### src/rtl/fetch_ifid_stage.sv
// Instruction fetch front end: PC, imem req/gnt/rvalid handshake,
// one-entry skid buffer and IF/ID register with redirect flush.
module fetch_ifid_stage #(
    parameter logic [31:0] RESET_PC = 32'h0000_0000,
    parameter logic [31:0] NOP_INST = 32'h0000_0013
) (
    input  logic        clk,
    input  logic        rst,
    output logic        imem_req,
    output logic [31:0] imem_addr,
    input  logic        imem_gnt,
    input  logic        imem_rvalid,
    input  logic [31:0] imem_rdata,
    input  logic        redirect_valid,
    input  logic [31:0] redirect_pc,
    input  logic        id_ready,
    output logic        id_valid,
    output logic [31:0] id_inst,
    output logic [24:0] id_imm_bits,
    output logic [31:0] id_pc,
    output logic [31:0] id_pc_plus4
);

    typedef enum logic [1:0] {IDLE, REQ, WAIT, DROP} state_t;

    state_t      state;
    state_t      state_nxt;
    logic [31:0] pc;
    logic [31:0] req_pc;
    logic        skid_valid;
    logic [31:0] skid_inst;
    logic [31:0] skid_pc;
    logic        fire;
    logic        resp;
    logic        consume;
    logic        id_free;
    logic [31:0] redir_pc;

    // Requests stall while the skid holds an instruction.
    assign imem_req    = (state == REQ) && !skid_valid;
    assign imem_addr   = pc;
    assign fire        = imem_req && imem_gnt;
    assign resp        = (state == WAIT) && imem_rvalid;
    assign consume     = id_valid && id_ready;
    assign id_free     = !id_valid || id_ready;
    assign redir_pc    = redirect_pc & ~32'h3;
    assign id_imm_bits = id_inst[31:7];
    assign id_pc_plus4 = id_pc + 32'd4;

    // Fetch FSM next state; a redirect turns any in-flight request stale.
    always_comb begin
        state_nxt = state;
        unique case (state)
            IDLE: state_nxt = REQ;
            REQ: begin
                if (fire) state_nxt = redirect_valid ? DROP : WAIT;
            end
            WAIT: begin
                if (imem_rvalid)         state_nxt = REQ;
                else if (redirect_valid) state_nxt = DROP;
            end
            DROP: begin
                if (imem_rvalid) state_nxt = REQ;
            end
            default: state_nxt = IDLE;
        endcase
    end

    // FSM state register.
    always_ff @(posedge clk or posedge rst) begin
        if (rst) state <= IDLE;
        else     state <= state_nxt;
    end

    // PC update: redirect wins over sequential increment.
    always_ff @(posedge clk or posedge rst) begin
        if (rst) begin
            pc     <= RESET_PC;
            req_pc <= RESET_PC;
        end else begin
            if (fire) req_pc <= pc;
            if (redirect_valid) pc <= redir_pc;
            else if (fire)      pc <= pc + 32'd4;
        end
    end

    // IF/ID register and skid; skid always drains before new data.
    always_ff @(posedge clk or posedge rst) begin
        if (rst) begin
            id_valid   <= 1'b0;
            id_inst    <= NOP_INST;
            id_pc      <= 32'h0;
            skid_valid <= 1'b0;
            skid_inst  <= 32'h0;
            skid_pc    <= 32'h0;
        end else if (redirect_valid) begin
            id_valid   <= 1'b0;
            id_inst    <= NOP_INST;
            skid_valid <= 1'b0;
        end else if (consume && skid_valid) begin
            id_valid   <= 1'b1;
            id_inst    <= skid_inst;
            id_pc      <= skid_pc;
            skid_valid <= resp;
            skid_inst  <= imem_rdata;
            skid_pc    <= req_pc;
        end else if (resp && id_free) begin
            id_valid <= 1'b1;
            id_inst  <= imem_rdata;
            id_pc    <= req_pc;
        end else if (resp) begin
            skid_valid <= 1'b1;
            skid_inst  <= imem_rdata;
            skid_pc    <= req_pc;
        end else if (consume) begin
            id_valid <= 1'b0;
            id_inst  <= NOP_INST;
        end
    end

endmodule
### config.mk
export PLATFORM = sky130hd
export DESIGN_NAME = fetch_ifid_stage
export DESIGN_NICKNAME = d
export VERILOG_FILES = /design/src/rtl/fetch_ifid_stage.sv
export SDC_FILE = /design/constraint.sdc
export NUM_CORES = 1
export LEC_CHECK = 0
export ABC_AREA = 1
export BUFFER_PORTS_ARGS = -buffer_cell sky130_fd_sc_hd__buf_2
export CORE_ASPECT_RATIO = 0.9
export CORE_MARGIN = 3
export CORE_UTILIZATION = 54
export DETAILED_ROUTE_END_ITERATION = 6
export MAX_ROUTING_LAYER = met4
export PLACE_DENSITY_LB_ADDON = 0.15
export SETUP_SLACK_MARGIN = 0.02
export SLEW_MARGIN = 20
export SYNTH_ARGS = -nofsm -noshare
export SYNTH_HDL_FRONTEND = slang
export SYNTH_SLANG_ARGS = --single-unit
### constraint.sdc
create_clock -name clk -period 6 [get_ports clk]
set_input_delay 0 -clock clk [delete_from_list [all_inputs] [get_ports clk]]
set_output_delay 0 -clock clk [all_outputs]
set_load 0.01 [all_outputs]
==> metrics <==
dpl ws 2.81 ns; Cell Pwr Density 353 nW/um^2; crit path max fanout 72; GRT overflow 0; total placed cells including tap cells 1,660; number of global-route vias before repair 8,286; DPL Wire Length 17.3 mm; Final Skew 0.00925 ns; I/O pins 225; most frequent cells in the layout nand2_1 (360), buf_2 (216), dfrtp_1 (185); Max Slew Vio Count 0; most common cell after layout, fill and taps aside nand2_1; Area Growth Syn to Fin 21.4%; final non-filler cell total 1,756; slew margin rel. 0.397; reg-to-reg critical path startpoint id_valid; register area 4710 um^2; Syn. warnings 0; CTS root buf clkbuf_16; Layout Nets 1,578; first-pass GRT wire length 41.9 mm; FF+latch count, synth 188; drt first pass iters 6; clock slew at reported path FFs 0.07 ns; Critical R2R Capture id_pc[30]; Post-Route WL 25.5 mm; Global Route met2 Usage 0.383; die width 149 um; Final Cycle Share 0.560; slack of the worst reg-to-reg path 2.64 ns; routed wire length per instance 14.5 um; Final Wtd Congestion 0.932; register area share after synthesis 0.473; Antenna Nets Post-Route 0; Hold WS 0.00264 ns; R2R cell count 8; NetSw 1.66 mW; Via density 5.14; hold endpoint state[1]; Seq pwr share 0.443; Hold WC Path Type in2reg; Multi-input gate area 4090 um^2; TNS Setup 0 ns; grt peak-use layer met1; maximum clock frequency 0.297 GHz; Max Cap Viol 0; status complete, no violations; final setup vio count 0; Crit Path Class reg2reg; Slew @ Worst Pin 0.905 ns; number of CTS-inserted buffers 17; Critical Path RT 6.28 ns; n_diodes 0; crit path launch id_valid; final hold violations 0; CTS tree done; TritonCTS Sinks 188; clock share of power 0.253; worst-skew pair later-pin latency 0.43 ns; initial antenna violation count 0; hold_sp imem_rvalid; post-CTS sizing 0; CTS Buffer Depth 2; Fillers 1,576; P_int 2.60 mW; number of cells produced by synthesis 1,280; met1 Use GR 0.400; Core Region 17,800 um^2; Total GRT Usage 0.266; crit end category flop; vertical die dimension 135 um; Avg Cell Area, Syn 7.77 um^2; Combinational Power Share 0.303; FP Rows 46; Die ar. 20,100 um^2; DR DRC count 0; unrepaired setup endpoints after global routing false; CTS H-tree depth 4; Sw Share 0.389; Initial Util 0.558; Arrival @ worst endpoint 3.64 ns; Netlist cell types 36; hold path depth 4; final setup margin 2.64 ns; initial DRC count 737; I/O Buffers 216; final worst path period need 3.36 ns; via count 9,027; Post-Syn Area 9950 um^2; largest net degree at the start of global routing 118; met3 usage 0.0443; Pleak 6.28 nW; VDD IR-drop max 0.216 mV; Critical Path Start Type flop; share of cells above drive strength 1 0.197
## synth_stat cells
| master | n | area (um^2) |
|---|---|---|
| buf_1 | 1 | 3.75 |
| ha_1 | 5 | 62.6 |
| o21ai_0 | 93 | 465 |
| xor2_1 | 22 | 193 |
| clkinv_1 | 1 | 3.75 |
| buf_6 | 5 | 56.3 |
| nand3_1 | 61 | 305 |
| o211ai_2 | 9 | 113 |
| nor2_4 | 1 | 11.3 |
| dfstp_2 | 3 | 78.8 |
| inv_1 | 168 | 631 |
| o211ai_1 | 50 | 375 |
| a21oi_1 | 32 | 160 |
| nand2_1 | 361 | 1360 |
| o21bai_1 | 3 | 22.5 |
| nand2_2 | 4 | 25.0 |
| nand2_4 | 4 | 45.0 |
| and2_1 | 1 | 6.26 |
| nand4_1 | 5 | 31.3 |
| nor2_2 | 7 | 43.8 |
| xnor2_1 | 1 | 8.76 |
| nor3_2 | 2 | 20.0 |
| buf_2 | 26 | 130 |
| nor3_4 | 1 | 16.3 |
| o221ai_1 | 1 | 8.76 |
| a22oi_1 | 3 | 22.5 |
| dfrtp_1 | 185 | 4630 |
| o22ai_1 | 2 | 12.5 |
| clkbuf_1 | 16 | 60.1 |
| nor2_1 | 87 | 327 |
| o21ai_1 | 57 | 285 |
| buf_4 | 38 | 285 |
| conb_1 | 1 | 3.75 |
| nor3_1 | 11 | 55.1 |
| inv_2 | 3 | 11.3 |
| o21ai_2 | 10 | 87.6 |
## power by group through the flow
stage | logic (mW) | clock network, mW | registers [mW]
2_1_floorplan | 0.754 | 0 | 1.87
3_3_place_gp | 1.23 | 0 | 1.89
3_5_place_dp | 1.26 | 0 | 1.90
4_1_cts | 1.30 | 1.10 | 1.88
5_1_grt | 1.46 | 1.16 | 1.93
6_report | 1.29 | 1.08 | 1.89
## cell type report
| type | instances | area share |
|---|---|---|
| clock buffer | 18 | 0.0364 |
| clock inverter | 14 | 0.0102 |
| inverter | 172 | 0.0542 |
| multi-input combinational | 839 | 0.339 |
| sequential | 188 | 0.390 |
| tap | 240 | 0.0249 |
| timing repair buffer | 285 | 0.146 |
## per-stage QoR
step / power [mW] / utilization / cell area, um^2
floorplan: 2.63 / - / 9970
global placement: 3.12 / 0.609 / 10900
detailed placement: 3.16 / 0.609 / 10900
CTS: 4.27 / 0.676 / 12100
global route: 4.55 / 0.677 / 12100
finish: 4.26 / 0.677 / 12100
## critical path: stages (launching register included)
cell	delay, ns
dfrtp_1	0.39
nand2_1	0.08
inv_2	0.06
nand2_4	0.53
nand2_2	0.62
nand2_4	0.30
clkinv_2	0.69
o211ai_1	0.39
o21ai_1	0.12
## how the worst max path moves through the flow
stage | end | slack, ns | cells after the start
6_report | id_pc[30] | 2.64 | 8
5_1_grt | id_pc[27] | 2.28 | 8
4_1_cts | id_pc[30] | 2.80 | 8
3_5_place_dp | id_pc[30] | 2.81 | 8
3_3_place_gp | id_pc[16] | 2.88 | 8
2_1_floorplan | id_inst[10] | 0.89 | 1
## routing by layer
metal | vias up | share of wire
met5 | - | 0
met1 | 4196 | 0.48
met2 | 312 | 0.44
met4 | 0 | 0.011
met3 | 26 | 0.069
li1 | 4493 | -
## what timing repair did
action | in CTS | in global routing
buffers inserted | 0 | 0
hold endpoints to repair | 208 | 0
hold buffers | 64 | 0
## sequential cells by signal, summed over array words and instances (netlist names)
name        count
id_inst        32
skid_inst      32
id_pc          30
imem_addr      30
req_pc         30
skid_pc        30
state           2
id_valid        1
skid_valid      1
## logic make-up after synthesis
logic type,share of synthesized area
fa+ha+maj,0.00629
xor+xnor,0.0202
simple gates,0.225
other cells,0.000377
flops,0.473
compound gates,0.156
buf+inv,0.119
No activity file was read; power rests on OpenSTA's default activity.
